### src/rtl/uart_tx_arbiter.sv
// Round-robin arbiter sharing one Uart8 transmitter between NUM_REQ byte requesters.
// Optional packet locking (owner keeps the line until reqLast) is enabled with `define UART_TX_ARB_LOCK_EN.
module uart_tx_arbiter #(
  parameter int NUM_REQ      = 4,
  parameter int BUSY_TIMEOUT = 16,
  localparam int IDW = (NUM_REQ > 1) ? $clog2(NUM_REQ) : 1
) (
  input  logic                 clk,
  input  logic                 rstN,
  input  logic                 en,
  input  logic [NUM_REQ-1:0]   reqValid,
  input  logic [8*NUM_REQ-1:0] reqData,
  input  logic [NUM_REQ-1:0]   reqLast,
  output logic [NUM_REQ-1:0]   reqReady,
  output logic                 txEn,
  output logic                 txStart,
  output logic [7:0]           txData,
  input  logic                 txBusy,
  input  logic                 txDone,
  output logic                 grantValid,
  output logic [IDW-1:0]       grantId,
  output logic [NUM_REQ-1:0]   sentDone,
  output logic                 txErr
);

`ifdef UART_TX_ARB_LOCK_EN
  typedef enum logic [2:0] {IDLE, START, WAIT_BUSY, WAIT_DONE, LOCKED} stateT;
  logic lastQ, nextLast;
`else
  typedef enum logic [1:0] {IDLE, START, WAIT_BUSY, WAIT_DONE} stateT;
  logic unusedLast;
  assign unusedLast = ^reqLast;
`endif

  stateT                state, nextState;
  logic [IDW-1:0]       rrPtr, nextRrPtr;
  logic [7:0]           cnt, nextCnt;
  logic [NUM_REQ-1:0]   nextReqReady, nextSentDone;
  logic                 nextTxEn, nextTxStart, nextGrantValid, nextTxErr;
  logic [7:0]           nextTxData;
  logic [IDW-1:0]       nextGrantId;

  logic                 pickValid;
  logic [IDW-1:0]       pickId, cand, acceptId;
  logic                 doAccept, doComplete;
  int                   sumIdx;

  // First valid requester at or after rrPtr, wrapping modulo NUM_REQ.
  always_comb begin
    pickValid = 1'b0;
    pickId    = '0;
    cand      = '0;
    sumIdx    = 0;
    for (int i = 0; i < NUM_REQ; i++) begin
      sumIdx = int'(rrPtr) + i;
      if (sumIdx >= NUM_REQ) sumIdx = sumIdx - NUM_REQ;
      cand = IDW'(sumIdx);
      if (!pickValid && reqValid[cand]) begin
        pickValid = 1'b1;
        pickId    = cand;
      end
    end
  end

  always_comb begin
    // NOTE: every variable gets a default before the case so no path leaves one unassigned (no latches).
    nextState      = state;
    nextRrPtr      = rrPtr;
    nextCnt        = cnt;
    nextReqReady   = '0;
    nextTxStart    = 1'b0;
    nextTxData     = txData;
    nextGrantValid = grantValid;
    nextGrantId    = grantId;
    nextSentDone   = '0;
    nextTxErr      = 1'b0;
    doAccept       = 1'b0;
    doComplete     = 1'b0;
    acceptId       = pickId;
`ifdef UART_TX_ARB_LOCK_EN
    nextLast       = lastQ;
`endif

    case (state)
      IDLE: begin
        if (en && pickValid) begin
          doAccept  = 1'b1;
          nextRrPtr = (pickId == IDW'(NUM_REQ - 1)) ? '0 : pickId + 1'b1;
        end
      end
      START: begin
        nextTxStart = 1'b1;
        nextCnt     = '0;
        nextState   = WAIT_BUSY;
      end
      WAIT_BUSY: begin
        // A very short frame can report done before busy is ever seen.
        if (txDone) begin
          doComplete = 1'b1;
        end else if (txBusy) begin
          nextState = WAIT_DONE;
        end else if (cnt == 8'(BUSY_TIMEOUT - 1)) begin
          nextTxErr      = 1'b1;
          nextGrantValid = 1'b0;
          nextState      = IDLE;
        end else begin
          nextCnt = cnt + 8'd1;
        end
      end
      WAIT_DONE: begin
        if (txDone) doComplete = 1'b1;
      end
`ifdef UART_TX_ARB_LOCK_EN
      LOCKED: begin
        // Only the packet owner may continue; rrPtr stays where the packet's first byte left it.
        if (en && reqValid[grantId]) begin
          doAccept = 1'b1;
          acceptId = grantId;
        end
      end
`endif
      default: nextState = IDLE;
    endcase

    if (doAccept) begin
      nextReqReady[acceptId] = 1'b1;
      nextTxData             = reqData[{acceptId, 3'b000} +: 8];
      nextGrantId            = acceptId;
      nextGrantValid         = 1'b1;
      nextState              = START;
`ifdef UART_TX_ARB_LOCK_EN
      nextLast               = reqLast[acceptId];
`endif
    end

    if (doComplete) begin
      nextSentDone[grantId] = 1'b1;
      nextState             = IDLE;
      nextGrantValid        = 1'b0;
`ifdef UART_TX_ARB_LOCK_EN
      if (!lastQ) begin
        nextState      = LOCKED;
        nextGrantValid = 1'b1;
      end
`endif
    end

    // Any state past IDLE keeps the transmitter enabled so a frame is never cut short.
    nextTxEn = en || (nextState != IDLE);
  end

  always_ff @(posedge clk) begin
    // NOTE: state registers use non-blocking assignments so every flop samples pre-edge values.
    if (!rstN) begin
      state      <= IDLE;
      rrPtr      <= '0;
      cnt        <= '0;
      reqReady   <= '0;
      txEn       <= 1'b0;
      txStart    <= 1'b0;
      txData     <= 8'h00;
      grantValid <= 1'b0;
      grantId    <= '0;
      sentDone   <= '0;
      txErr      <= 1'b0;
`ifdef UART_TX_ARB_LOCK_EN
      lastQ      <= 1'b0;
`endif
    end else begin
      state      <= nextState;
      rrPtr      <= nextRrPtr;
      cnt        <= nextCnt;
      reqReady   <= nextReqReady;
      txEn       <= nextTxEn;
      txStart    <= nextTxStart;
      txData     <= nextTxData;
      grantValid <= nextGrantValid;
      grantId    <= nextGrantId;
      sentDone   <= nextSentDone;
      txErr      <= nextTxErr;
`ifdef UART_TX_ARB_LOCK_EN
      lastQ      <= nextLast;
`endif
    end
  end

endmodule

### config.mk
export PLATFORM = sky130hd
export DESIGN_NAME = uart_tx_arbiter
export DESIGN_NICKNAME = d
export VERILOG_FILES = /design/src/rtl/uart_tx_arbiter.sv
export SDC_FILE = /design/constraint.sdc
export NUM_CORES = 1
export LEC_CHECK = 0
export CAP_MARGIN = 25
export CORE_ASPECT_RATIO = 1.5
export CORE_MARGIN = 3
export CORE_UTILIZATION = 40
export CTS_BUF_LIST = sky130_fd_sc_hd__clkbuf_16
export CTS_CLUSTER_DIAMETER = 120
export DETAILED_ROUTE_END_ITERATION = 6
export GPL_ROUTABILITY_DRIVEN = 0
export PLACE_DENSITY = 0.8
export SYNTH_ARGS = -nofsm -noshare
export SYNTH_HDL_FRONTEND = slang
export SYNTH_SLANG_ARGS = --single-unit
### constraint.sdc
create_clock -name clk -period 1.9 [get_ports clk]
set_input_delay 0.38 -clock clk [delete_from_list [all_inputs] [get_ports clk]]
set_output_delay 0.38 -clock clk [all_outputs]
set_load 0.005 [all_outputs]
After elaboration in Yosys (flattened, before gate mapping). Index checks and enable logic that the tools add are counted.

$add $sub $neg: 9. Order comparisons: 12. Eq/ne operators: 10. Shifts and indexed selects: 1. Muxes and demuxes: 46. Bitwise logic cells: 2. Reductions and logical operators: 23.

Operators with widths (number): indexed part select 32 x 6 -> 8 bit (1); 2-to-1 mux 2 bit (14); 2-to-1 mux 8 bit (3); 2-to-1 mux 1 bit (21); < comparator 2 x 3 -> 1 bit, second input constant (6); case mux 8 bit (2 select lines) (1); >= comparator 3 bit, second input constant (3); adder 8 x 1 -> 8 bit, second input constant (1); binary-select mux 1 bit (select 2 bit) (4); == test 8 x 4 -> 1 bit, second input constant (1); AND reduction 4 bit (2); nonzero test 2 bit (4); subtractor 2 x 1 -> 2 bit, second input constant (4); adder 2 x 2 -> 3 bit, second input constant (2); == test 2 bit, second input constant (3); logical AND 1 bit (6); inequality test 2 bit, second input constant (3); AND reduction 2 bit (3); demux 1 bit (select 2 bit) (2); >= comparator 2 x 1 -> 1 bit, second input constant (2); inequality test 2 x 1 -> 1 bit, second input constant (2); case mux 2 bit (2 select lines) (1); OR reduction 2 bit (2); OR reduction 4 bit (1); other kinds (8) (11).

Flip-flop bits (word level): 34. Bits of input ports: 45. Output and inout bits: 22. Logic and storage cells: 114.

Depth between registers and ports, before layout.
Word-level depth: 21. Depth in mapped cells: 9. Mapped depth without buffers: 7.

Least setup slack after synthesis. No wires, ideal clock.

Path kind: reg-to-reg. From: register state[0]. To: register cnt[7]. Setup time: 0.119 ns. Data arrival time: 1.797 ns. Data required time: 1.781 ns. Setup slack: -0.016 ns. Cell stages (with the launch flop): 9. Buffers on the path: 1. Period minus slack after synthesis: 1.916 ns. Cell sequence: dfxtp_1 inv_1 ha_1 or3b_1 a21o_1 buf_6 a2111oi_4 xnor2_1 nor2_1.

Cells in the longest elaborated chain, start to end: 3. Elaborated cells between the ends (all ways): 8. Classes of those cells: 5 x eq/ne; 1 x mux; 2 x reduce/logical.

RTL lines: start, declared (line 35) `stateT state, nextState;`; start signal, assigned (line 170) `state <= nextState;`; == test 2 bit or == test 2 x 1 -> 1 bit (tied branches) (line 84) `case (state)`; inequality test 2 bit (no line) or nonzero test 2 bit (tied branches); AND reduction 4 bit (no line); end signal, assigned (line 172) `cnt <= nextCnt;`; end, declared (line 37) `logic [7:0] cnt, nextCnt;`.

Parallel ways exist; a longest one is shown, timed or not. A chain may end at the register's enable or synchronous reset.

Worst setup path in the final report.
From: input port reqValid[1]. To: register txData[4].

Cells in the longest elaborated chain, start to end: 15. Elaborated cells between the ends (all ways): 26. Classes of those cells: 1 x shift; 18 x mux; 7 x reduce/logical.

RTL lines: start, declared (line 11) `input logic [NUM_REQ-1:0] reqValid,`; branches (longest 15 deep; another with binary-select mux 1 bit (select 2 bit)); end signal, assigned (line 176) `txData <= nextTxData;`; end, declared (line 17) `output logic [7:0] txData,`.

Several ways; the timed one is not identified. The select of a mux whose other input is x is not followed.

==> out/qor.yml <==
fraction_of_the_cycle_the_final_worst_path_needs_pct: 96.7
critical_path.max_stage_delay_ns: 0.55
place.port_buffers: 62
clock_tree_from_tritoncts: "built"
die_width_um: 60.4
crit_path_max_fanout: 8
initialDrtViolationCount: 43
synth_most_common_cell: "sky130_fd_sc_hd__dfxtp_1"
path_buf_inv: 2
critical-path-top-delay-family: "simple AND/OR/NAND/NOR gates"
fin_skew_ns: 0.00337
routed_via_density: 5.39
number_of_antenna_violations_at_the_first_check_in_global_routing: 0
floorplan.io_pins: 67
hold_path_class: "reg2reg"
synth_common_cells: "sky130_fd_sc_hd__dfxtp_1 (34), sky130_fd_sc_hd__nand2_1 (15), sky130_fd_sc_hd__nand3_1 (15), sky130_fd_sc_hd__mux2i_1 (14), sky130_fd_sc_hd__nor2_1 (10)"
leakage_nw: 1.18
synth.avg_cell_area_um2: 9.05
route.final.wire_length_mm: 4.55
hold_viol_final: 0
hpwlAfterDp_mm: 3.46
grt_pass1_vias: 1784
postSynthCellCount: 196
rows: 29
mapped_cell_area_um2: 1770
synth_top_cells_by_area: "sky130_fd_sc_hd__dfxtp_1 (38%), sky130_fd_sc_hd__mux2i_1 (7.9%), sky130_fd_sc_hd__ha_1 (6.3%), sky130_fd_sc_hd__nand3_1 (4.2%), sky130_fd_sc_hd__and3_1 (3.2%)"
critical_path.cell_chain: "clkdlybuf4s50_1 > or4_4 > and3_4 > nand3_1 > buf_12 > o221ai_1"
run_status: "finished, final reports clean"
h-tree-depth: 2
synth_cell_type_count: 38
insertedDiodeCount: 0
timing.hold.ws_ns: 0.478
synth-seq-cells: 34
drt_pre_antenna_iters: 4
fmax_mhz: 544
final.min_clock_period_ns: 1.84
cts-root-to-sink-buffers: 2
drt.antenna.violating_nets: 0
worst_slew_margin_relative_to_its_limit_pct: 74.4
layout-drive-gt1-share_pct: 18.2
tns_ns: 0
yosysTopAreaCell: "sky130_fd_sc_hd__dfxtp_1"
grt_pass1_wl_mm: 7.39
filler_cell_count: 344
crit_type: "in2reg"
synth_edf_count: 0
grt_max_degree: 16
postSynthNetCount: 250
grtUsageTotal_pct: 18.4
avgRoutedWirePerCell_um: 13.7
critical_path_required_ns: 2.04
synthFlopType: "sky130_fd_sc_hd__dfxtp_1"
post-synth-top-area-fraction_pct: 38.4
floorplan.die_area_um2: 5290
worst_margin_slew_ns: 0.384
area.growth.synth_to_final_pct: 62.3
setup_ws_ns: 0.0621
slowest_stage: "sky130_fd_sc_hd__or4_4"
async_reset_ff_share_pct: 0
design_power_total_mw: 2.11
maxCapViolCount: 0
placement.setup.worst_slack_ns: -0.303
clkTransAtPathRegs_ns: 0.05
floorplan.initialDensity_pct: 41.8
num-nets-final: 340
report.final.setup_viol: 0
critical_path.endpoint_type: "flip-flop"
ys_seq_area_share_pct: 38.4
cts-buffers-inserted: 5
power.density_nw_per_um2: 734
floorplan_core_area_um2: 4250
remaining_drc_errors: 0
cp.arrival_ns: 1.98
crit_start_category: "primary input"
cts_num_sinks: 34
finalCoreUtilization_pct: 67.8
maxSlewViolCount: 0
overflow: 0
yosysWarnings: 0
die_y_um: 87.6
via_count: 1788
worst_ir_drop_vdd_v: 0.000713
clk_latency_ns: 0.27
clockRootBuffer: "sky130_fd_sc_hd__clkbuf_16"
## what timing repair did
item                       CTS  global route
buffers inserted             1             0
setup endpoints to repair    3            15
gates cloned                 1             0
hold buffers                 0             0
pin swaps                    1             1
hold endpoints to repair     0             0
gates resized for setup      2            16
## metrics by stage
step,std cells,cell area (um2)
2_1_floorplan,196,1780
4_1_cts,332,2830
3_5_place_dp,323,2660
3_3_place_gp,323,2660
6_report,332,2880
5_1_grt,332,2880
## where the power goes
| part | switching [mW] | internal, mW | total (mW) |
|---|---|---|---|
| logic | 0.232 | 0.352 | 0.584 |
| registers | 0.0322 | 0.763 | 0.795 |
| clock network | 0.267 | 0.467 | 0.734 |
| total | 0.532 | 1.58 | 2.11 |
## final cells by class
type	count	area, um2	area share [%]
Timing Repair Buffer	91	905	31.4
Clock buffer	5	125	4.34
Clock inverter	2	7.51	0.261
Multi-Input combinational cell	145	1070	37.1
Sequential cell	34	682	23.7
Inverter	9	33.8	1.17
Tap cell	46	57.6	2.00
## cells by family (layout without fill, tap and decap cells)
group	after synthesis	count (layout)	synth area share [%]
simple gates	74	74	22.3
mux	14	14	7.90
xor+xnor	6	6	2.96
flops	34	34	38.4
buf+inv	17	107	4.37
fa+ha+maj	9	9	6.35
compound gates	42	42	17.8
## sequential cells by signal (all words and copies together) (netlist names)
name        count
state           2
txErr           1
grantId         2
txEn            1
sentDone        4
reqReady        4
rrPtr           2
grantValid      1
txStart         1
cnt             8
txData          8
## cells in the final DEF, fill, tap and decap left out, types with 2 or more instances in the layout
| master | netlist | final |
|---|---|---|
| sky130_fd_sc_hd__clkdlybuf4s50_1 | 0 | 59 |
| sky130_fd_sc_hd__dfxtp_1 | 34 | 33 |
| sky130_fd_sc_hd__buf_4 | 1 | 24 |
| sky130_fd_sc_hd__nand2_1 | 15 | 15 |
| sky130_fd_sc_hd__nand3_1 | 15 | 14 |
| sky130_fd_sc_hd__mux2i_1 | 14 | 13 |
| sky130_fd_sc_hd__inv_1 | 9 | 9 |
| sky130_fd_sc_hd__nor2_1 | 10 | 9 |
| sky130_fd_sc_hd__and3_1 | 9 | 8 |
| sky130_fd_sc_hd__ha_1 | 9 | 8 |
| sky130_fd_sc_hd__a21oi_1 | 8 | 6 |
| sky130_fd_sc_hd__xnor2_1 | 6 | 6 |
| sky130_fd_sc_hd__o221ai_1 | 5 | 5 |
| sky130_fd_sc_hd__o21ai_0 | 5 | 5 |
| sky130_fd_sc_hd__and2_1 | 5 | 5 |
| sky130_fd_sc_hd__clkbuf_16 | 0 | 5 |
| sky130_fd_sc_hd__nand4_1 | 4 | 4 |
| sky130_fd_sc_hd__o31ai_1 | 4 | 4 |
| sky130_fd_sc_hd__o211ai_1 | 4 | 4 |
| sky130_fd_sc_hd__a211o_1 | 3 | 3 |
| sky130_fd_sc_hd__nor3_1 | 4 | 3 |
| sky130_fd_sc_hd__a211oi_1 | 3 | 3 |
| sky130_fd_sc_hd__buf_12 | 0 | 3 |
| sky130_fd_sc_hd__inv_2 | 0 | 2 |
| sky130_fd_sc_hd__nand2b_1 | 2 | 2 |
| sky130_fd_sc_hd__a21oi_2 | 0 | 2 |
| sky130_fd_sc_hd__or2_2 | 2 | 2 |
| sky130_fd_sc_hd__a21o_1 | 3 | 2 |
| sky130_fd_sc_hd__a21boi_0 | 3 | 2 |
| sky130_fd_sc_hd__nor3b_1 | 2 | 2 |
| sky130_fd_sc_hd__dlygate4sd2_1 | 0 | 2 |
## layer usage
layer | routed length, um | GRT usage [%] | up-vias
li1 | - | - | 890
met1 | 1680 | 18.5 | 842
met2 | 2520 | 33.3 | 47
met3 | 276 | 6.34 | 9
met4 | 79 | 7.86 | 0
met5 | 0 | 0 | -
## tightest hold or removal path, stage by stage (launching register included)
cell and delay, ns:
sky130_fd_sc_hd__dfxtp_1 0.32, sky130_fd_sc_hd__nand2_1 0.06, sky130_fd_sc_hd__a21oi_1 0.05
## final timing paths
check	start	to	slack [ns]	cells after the start
max	reqValid[1]	txData[4]	0.06	6
min	grantValid	grantValid	0.48	2
max reg2reg	rrPtr[1]	txData[7]	0.10	7
min reg2reg	grantValid	grantValid	0.48	2
(Power assumes the default switching activity.)
